===== src/rtl/remote_tx_arbiter.sv =====
// Remote TX arbiter: two per-requester FIFOs feeding a header/addr/data network packetiser.
// Define REMOTE_TX_RR_EN for round-robin arbitration; default build uses fixed priority (B wins).
module remote_tx_arbiter #(
  parameter int ADDRX = 0,
  parameter int ADDRY = 0,
  parameter int DEPTH = 4
) (
  input  logic        HCLK,
  input  logic        HRESET,
  input  logic        a_valid,
  input  logic [7:0]  a_des,
  input  logic [7:0]  a_type,
  input  logic [7:0]  a_len,
  input  logic [31:0] a_addr,
  input  logic [31:0] a_data,
  input  logic        b_valid,
  input  logic [7:0]  b_des,
  input  logic [7:0]  b_type,
  input  logic [7:0]  b_len,
  input  logic [31:0] b_addr,
  input  logic [31:0] b_data,
  output logic [31:0] tx_data,
  output logic        tx_valid,
  output logic        tx_last,
  input  logic        tx_ready,
  output logic        a_ovf,
  output logic        b_ovf,
  output logic        busy
);

  localparam int AW = $clog2(DEPTH);
  localparam int EW = 88;
  localparam logic [7:0] SRC = {4'd0, ADDRX[1:0], ADDRY[1:0]};

  typedef enum logic [1:0] {S_IDLE, S_HDR, S_ADDR, S_DATA} state_t;

  // Entry layout: {des[87:80], type[79:72], len[71:64], addr[63:32], data[31:0]}
  logic [EW-1:0] r_a_mem [DEPTH];
  logic [EW-1:0] r_b_mem [DEPTH];
  logic [AW:0]   r_a_wr, r_a_rd, r_b_wr, r_b_rd;
  logic          r_a_ovf, r_b_ovf;

  state_t        r_state;
  logic [7:0]    r_type;
  logic [31:0]   r_addr, r_data, r_tx_data;
  logic          r_tx_valid, r_tx_last;
`ifdef REMOTE_TX_RR_EN
  logic          r_rr_b;
`endif

  logic          w_a_empty, w_b_empty, w_a_full, w_b_full;
  logic          w_a_push, w_b_push, w_a_pop, w_b_pop;
  logic          w_grant_any, w_grant_b;
  logic [EW-1:0] w_head;

  assign w_a_empty = (r_a_wr == r_a_rd);
  assign w_b_empty = (r_b_wr == r_b_rd);
  assign w_a_full  = (r_a_wr[AW] != r_a_rd[AW]) && (r_a_wr[AW-1:0] == r_a_rd[AW-1:0]);
  assign w_b_full  = (r_b_wr[AW] != r_b_rd[AW]) && (r_b_wr[AW-1:0] == r_b_rd[AW-1:0]);
  // Fullness is judged before any same-cycle pop, so a push into a full FIFO always drops.
  assign w_a_push  = a_valid && !w_a_full && !HRESET;
  assign w_b_push  = b_valid && !w_b_full && !HRESET;

  always_comb begin
    w_grant_any = 1'b0;
    w_grant_b   = 1'b0;
    if (r_state == S_IDLE) begin
      w_grant_any = !w_a_empty || !w_b_empty;
`ifdef REMOTE_TX_RR_EN
      if (!w_a_empty && !w_b_empty) w_grant_b = r_rr_b;
      else                          w_grant_b = !w_b_empty;
`else
      w_grant_b = !w_b_empty;
`endif
    end
  end

  assign w_a_pop = w_grant_any && !w_grant_b && !HRESET;
  assign w_b_pop = w_grant_any && w_grant_b && !HRESET;
  assign w_head  = w_grant_b ? r_b_mem[r_b_rd[AW-1:0]] : r_a_mem[r_a_rd[AW-1:0]];

  always_ff @(posedge HCLK) begin
    if (w_a_push) r_a_mem[r_a_wr[AW-1:0]] <= {a_des, a_type, a_len, a_addr, a_data};
    if (w_b_push) r_b_mem[r_b_wr[AW-1:0]] <= {b_des, b_type, b_len, b_addr, b_data};
  end

  always_ff @(posedge HCLK) begin
    if (HRESET) begin
      r_a_wr  <= '0;
      r_a_rd  <= '0;
      r_b_wr  <= '0;
      r_b_rd  <= '0;
      r_a_ovf <= 1'b0;
      r_b_ovf <= 1'b0;
    end else begin
      if (w_a_push) r_a_wr <= r_a_wr + 1'b1;
      if (w_a_pop)  r_a_rd <= r_a_rd + 1'b1;
      if (w_b_push) r_b_wr <= r_b_wr + 1'b1;
      if (w_b_pop)  r_b_rd <= r_b_rd + 1'b1;
      if (a_valid && w_a_full) r_a_ovf <= 1'b1;
      if (b_valid && w_b_full) r_b_ovf <= 1'b1;
    end
  end

  always_ff @(posedge HCLK) begin
    if (HRESET) begin
      r_state    <= S_IDLE;
      r_type     <= '0;
      r_addr     <= '0;
      r_data     <= '0;
      r_tx_data  <= '0;
      r_tx_valid <= 1'b0;
      r_tx_last  <= 1'b0;
`ifdef REMOTE_TX_RR_EN
      r_rr_b     <= 1'b0;
`endif
    end else begin
      case (r_state)
        S_IDLE: if (w_grant_any) begin
          r_state    <= S_HDR;
          r_type     <= w_head[79:72];
          r_addr     <= w_head[63:32];
          r_data     <= w_head[31:0];
          r_tx_data  <= {w_head[87:80], SRC, w_head[79:64]};
          r_tx_valid <= 1'b1;
          r_tx_last  <= 1'b0;
`ifdef REMOTE_TX_RR_EN
          r_rr_b     <= !w_grant_b;
`endif
        end
        S_HDR: if (tx_ready) begin
          r_state   <= S_ADDR;
          r_tx_data <= r_addr;
          r_tx_last <= (r_type != 8'h01);
        end
        S_ADDR: if (tx_ready) begin
          if (r_type == 8'h01) begin
            r_state   <= S_DATA;
            r_tx_data <= r_data;
            r_tx_last <= 1'b1;
          end else begin
            r_state    <= S_IDLE;
            r_tx_data  <= '0;
            r_tx_valid <= 1'b0;
            r_tx_last  <= 1'b0;
          end
        end
        S_DATA: if (tx_ready) begin
          r_state    <= S_IDLE;
          r_tx_data  <= '0;
          r_tx_valid <= 1'b0;
          r_tx_last  <= 1'b0;
        end
      endcase
    end
  end

  assign tx_data  = r_tx_data;
  assign tx_valid = r_tx_valid;
  assign tx_last  = r_tx_last;
  assign a_ovf    = r_a_ovf;
  assign b_ovf    = r_b_ovf;
  assign busy     = !w_a_empty || !w_b_empty || (r_state != S_IDLE);

endmodule


===== config.mk =====
export PLATFORM = sky130hd
export DESIGN_NAME = remote_tx_arbiter
export DESIGN_NICKNAME = d
export VERILOG_FILES = /design/src/rtl/remote_tx_arbiter.sv
export SDC_FILE = /design/constraint.sdc
export NUM_CORES = 1
export LEC_CHECK = 0
export ABC_AREA = 1
export CAP_MARGIN = 5
export CORE_MARGIN = 4
export CORE_UTILIZATION = 55
export CTS_BUF_LIST = sky130_fd_sc_hd__clkbuf_4
export DETAILED_ROUTE_END_ITERATION = 10
export PLACE_DENSITY = 0.88
export SYNTH_ARGS = -nofsm -noshare
export SYNTH_HDL_FRONTEND = slang
export SYNTH_SLANG_ARGS = --single-unit
export TNS_END_PERCENT = 100

===== constraint.sdc =====
create_clock -name HCLK -period 5.2 [get_ports HCLK]
set_clock_uncertainty 0.2 [all_clocks]
set_input_delay 0.52 -clock HCLK [delete_from_list [all_inputs] [get_ports HCLK]]
set_output_delay 0.52 -clock HCLK [all_outputs]
set_load 0.005 [all_outputs]

# --- Yosys cells after proc, flatten, opt, wreduce, memory -nomap -nowiden ---
# Memory sizes are Yosys's and may differ from the RTL's. A register that Yosys moved wholly into a read port is not among the register bits.
# Cells that the tools add are included.
word_totals:
  ff_bits: 122
  ramBits: 704
  input_bits: 181
  out_inout_bits: 37
  memories: 2
memory_table:
  columns: ["name", "words", "width", "read_ports", "rd_ports_with_merged_regs", "wr", "line", "source"]
  rows:
  - ["r_a_mem", 4, 88, 1, 1, 1, "38", "logic [EW-1:0] r_a_mem [DEPTH];"]
  - ["r_b_mem", 4, 88, 1, 1, 1, "39", "logic [EW-1:0] r_b_mem [DEPTH];"]
op_classes:
  add_sub_neg: 4
  n_eq_ne: 16
  muxes: 33
  reduce_logical: 26
op_table:
  columns: ["operator", "n"]
  rows:
  - ["two-way mux 32 bit", 5]
  - ["one-hot mux 32 bit (4 select lines)", 1]
  - ["two-way mux 88 bit", 1]
  - ["two-way mux 2 bit", 9]
  - ["two-way mux 1 bit", 14]
  - ["adder 3 x 1 -> 3 bit (second input constant)", 4]
  - ["logical AND 1 bit", 12]
  - ["!= test 2 bit (second input constant)", 5]
  - ["equality test 8 x 1 -> 1 bit (second input constant)", 1]
  - ["!= test 8 x 1 -> 1 bit (second input constant)", 1]
  - ["one-hot mux 2 bit (4 select lines)", 1]
  - ["equality test 3 bit", 2]
  - ["logical NOT 1 bit", 6]
  - ["AND reduction 5 bit", 1]
  - ["equality test 2 bit", 2]
  - ["equality test 2 bit (second input constant)", 2]
  - ["one-hot mux 1 bit (4 select lines)", 1]
  - ["AND reduction 4 bit", 1]
  - ["one-hot mux 1 bit (3 select lines)", 1]
  - ["nonzero test 3 bit", 1]
  - ["equality test 2 x 1 -> 1 bit (second input constant)", 1]
  - ["logical NOT 2 bit", 1]
  - ["logical OR 1 bit", 2]
  - ["!= test 1 bit", 2]
  - ["2 further kinds", 2]

# --- Longest topological paths before layout ---
depth:
  ltp_word: 8
  depth_mapped: 13

# --- Worst setup path before layout ---
# No wires, ideal clock.
synth_timing:
  kind: "input port to flip-flop"
  startpoint: "in HRESET"
  endpoint: "mem r_a_mem[0][0] (enable)"
  setup_ns: 0.535
  arrival_time_ns: 4.888
  required_ns: 4.465
  path_slack_ns: -0.424
  cell_stages: 5
  n_path_buf: 2
  path_cell_list: "clkbuf_1 inv_2 clkbuf_1 nand2_1 nor2_1"
synth_between:
  elab_chain_len: 4
synth_lines:
  columns: ["item", "line", "source"]
  rows:
  - ["start: declaration", "9", "input logic HRESET,"]
  - ["logical NOT 1 bit", "61", "assign w_a_push = a_valid && !w_a_full && !HRESET;"]
  - ["logical AND 1 bit", "61", null]
  - ["two-way mux 1 bit", "83", "if (w_a_push) r_a_mem[r_a_wr[AW-1:0]] <= {a_des, a_type, a_len, a_addr, a_data};"]
  - ["two-way mux 1 bit (not written as such)", "83", null]
  - ["end: declaration", "38", null]
# No other way between the ends.

# --- Final worst setup path ---
layout_timing:
  startpoint: "reg r_state[1]"
  endpoint: "out busy"
layout_between:
  elab_chain_len: 2
layout_lines:
  columns: ["item", "line", "source"]
  rows:
  - ["start: declaration", "43", "state_t r_state;"]
  - ["start signal: assignment", "107", "r_state <= S_IDLE;"]
  - ["start signal: assignment", "120", "r_state <= S_HDR;"]
  - ["start signal: assignment", "132", "r_state <= S_ADDR;"]
  - ["nonzero test 2 bit", "163", "assign busy = !w_a_empty || !w_b_empty || (r_state != S_IDLE);"]
  - ["logical OR 1 bit", "163", null]
  - ["end: declaration", "28", "output logic busy"]
# No other way between the ends.

==> impl_results.md <==
- Status: complete, no violations
- Nets: 3572
- Part of the cycle the worst path needs: 70.7%
- Required time of the critical path: 4.48 ns
- Net count of the mapped netlist: 3131
- RSZ-0062 raised after global routing: no
- GR Util All Layers: 28.6%
- Crit Path Max Fanout: 13
- Syn_area_per_cell: 11.4 sq um
- Fin. Hold Viols: 0
- Placeable Area: 0.0604 sq mm
- Pwr dens: 516 mW/mm^2
- DIE WIDTH: 255 microns
- Cts hold-fix bufs: 175
- Vias: 25434
- Setup crit start kind: register
- RR Startpoint: r_state[1]
- DIE HEIGHT: 255 microns
- Post-CTS Setup Bufs: 0
- Area contributors post-synth: edfxtp_1, dfxtp_1, nand2_1
- Synth unique cells: 36
- Placed cell areas: 0.0362 sq mm
- First-pass GRT wire length: 140000 microns
- Synth top area share: 63.0%
- Layout overhead on the synthesized area: 20.5%
- Hold WC Path Type: primary input to register
- Root Buffer: clkbuf_4
- Final worst setup slack: 1.52 ns
- Finished Cell Area: 0.0404 sq mm
- GP Congestion: 0.905
- EDFF count, synth: 704
- Final wirelength: 94400 microns
- Multi-input logic area: 0.00827 sq mm
- Reg2Reg Depth: 7
- Via density: 5.88
- Max stage delay on crit path: 0.66 ns
- Total congestion overflow: 0
- Post-DRT Antenna Nets: 0
- Max H-tree Level: 4
- Top Ports: 218
- Max-cap violations: 0
- Ys flop type: edfxtp_1
- Seq/Total Area, Yosys: 70.5%
- Crit path buf inv count: 2
- Max IR drop VDD: 0.427 mV
- Critical-path cell list: inv_1 -> ha_1 -> nand3_4 -> clkdlybuf4s50_1
- Initial core utilization: 55.6%
- Vias in the first global route: 24286
- Reg-to-reg setup timing slack: 1.84 ns
- Post-route DRC: 0
- Num CTS Buffers: 191
- Post-DP HPWL: 53900 microns
- DR WL/cell: 21.8 microns
- Fraction of layout cells with a size suffix above 1: 13.0%
- 1st-pass router iterations: 7
- CTS Sinks: 830
- Flops & latches, synth: 830
- Commonest non-fill, non-tap cell in the layout: edfxtp_1
- Yosys warning total: 0
- Initial antenna violation count: 8
- Setup violation total in the final timing report: 0
- Actual slew at the worst max-slew pin: 1.17 ns
- Largest area contributor in the netlist: edfxtp_1
- FF-to-FF End: r_data[28]
- Clock transition at path regs: 0.07 ns
- CTS tree: built
- Max-slew violations: 0
- Port buffer count: 217
- Hold path endpoint: r_b_mem[3][68]
- Worst path top cell family by delay: buffers and inverters
- Seq. cell area: 0.0237 sq mm
- Filler Cell Count: 3858
- Mapped Cells: 2935
- CP arrival: 2.96 ns
- CTS resizes: 0
- Commonest cells after routing, fill and taps aside: edfxtp_1, nand2_1, nor2_1
- Largest net degree at the start of global routing: 137
- Tmin final: 3.68 ns
- Post-Place Setup Slack: 1.81 ns
- Relative slew slack: 22.0%
- Max Clock Freq: 272 MHz
- Final Util: 67.0%
- Hold Crit Start: b_len[4]
- Async SR Flop Fraction: 0%
- Clk_lat worst skew: 1.09 ns
- CP endpoint kind: output port
- Pleak: 0.0147 uW
- CTS Buffer Depth: 3
- Std cell rows: 90
- Crit-path slowest cell: ha_1
- Worst Hold Depth: 1
- Die ar.: 0.0650 sq mm
- First DRT Iteration DRCs: 3936
- CP Class: register to output port
- Mapped cell area: 0.0335 sq mm
-- through the flow --
step / setup TNS [ns] / instances / power (uW) / hold WS, ns
detailed placement: 0 / 3790 / 15200 / 0.255
CTS: 0 / 4316 / 20500 / 0.00219
global route: 0 / 4322 / 21800 / 0.00601
finish: 0 / 4322 / 20900 / 0.0887
global placement: 0 / 3790 / 14900 / 0.253
floorplan: -149.13 / 2935 / 13200 / 0.247
-- cell type report --
type,count,area share [%]
Antenna cell,6,0.0371
Clock buffer,286,5.31
Clock inverter,65,0.876
Inverter,200,1.88
Multi-Input combinational cell,1725,20.5
Sequential cell,830,58.6
Tap cell,782,2.42
Timing Repair Buffer,428,10.5
-- worst reg2reg max path, delay by kind of cell (launching register included) --
kind	cells	cell delay (ns)
flip-flops	1	0.35
AND/OR/NAND/NOR	2	0.57
buffers and inverters	3	1.34
adder cells (fa/ha/maj)	1	0.66
AO/OA/AOI/OAI	1	0.19
-- registers in the layout, summed over array words and instances, names as in the netlist, named ones only --
| signal | flops |
|---|---|
| r_a_mem | 352 |
| tx_last | 1 |
| r_b_mem | 352 |
| r_addr | 32 |
| tx_valid | 1 |
| r_b_wr | 3 |
| r_a_wr | 3 |
| r_a_rd | 3 |
| tx_data | 32 |
| r_b_rd | 3 |
| a_ovf | 1 |
| r_state | 2 |
| b_ovf | 1 |
| r_data | 32 |
| r_type | 8 |
-- worst max-delay path by stage --
stage	startpoint	endpoint	slack (ns)	depth (start not counted)
finish	r_state[1]	busy	1.52	4
global route	r_state[1]	busy	1.35	4
CTS	r_state[1]	busy	1.45	4
detailed placement	HRESET	r_b_mem[3][85]	1.81	5
global placement	HRESET	r_b_mem[3][85]	1.91	5
floorplan	HRESET	r_a_mem[0][0]	-0.42	5
-- cell usage after synthesis (7+ instances only) --
| cell type | n |
|---|---|
| o211ai_1 | 16 |
| o21ai_0 | 327 |
| ha_1 | 15 |
| o22ai_1 | 128 |
| a21oi_1 | 101 |
| dfxtp_1 | 126 |
| nor2_1 | 420 |
| clkbuf_1 | 83 |
| clkinv_1 | 7 |
| inv_2 | 12 |
| buf_2 | 63 |
| edfxtp_1 | 704 |
| a21oi_2 | 80 |
| buf_6 | 8 |
| o21ai_1 | 41 |
| nand3_1 | 48 |
| nor3_1 | 10 |
| inv_1 | 180 |
| nand2_1 | 516 |
| buf_4 | 15 |
-- logic make-up after synthesis --
group                      Yosys count  share of synthesized area (%)
buffers and inverters              380                           5.01
AOI/OAI and AO/OA                  698                           11.9
and+or+nand+nor                   1010                           11.9
adders and majority gates           15                          0.559
DFF                                830                           70.5
xor gates and xnor gates             2                         0.0746
-- power by group --
part | internal, uW | switching, uW | leakage (uW)
clock | 2630 | 2660 | 0.00146
combinational | 2200 | 5220 | 0.00583
sequential | 7740 | 426 | 0.00744
-- routing by layer --
layer / vias to the layer above / global-route usage [%] / part of all wire (%)
li1: 11197 / - / -
met1: 11930 / 37.9 / 37
met2: 2011 / 44.3 / 47
met3: 292 / 7.80 / 12
met4: 4 / 13.6 / 4.7
met5: - / 0 / 0.029
No activity file was read; power rests on OpenSTA's default activity.
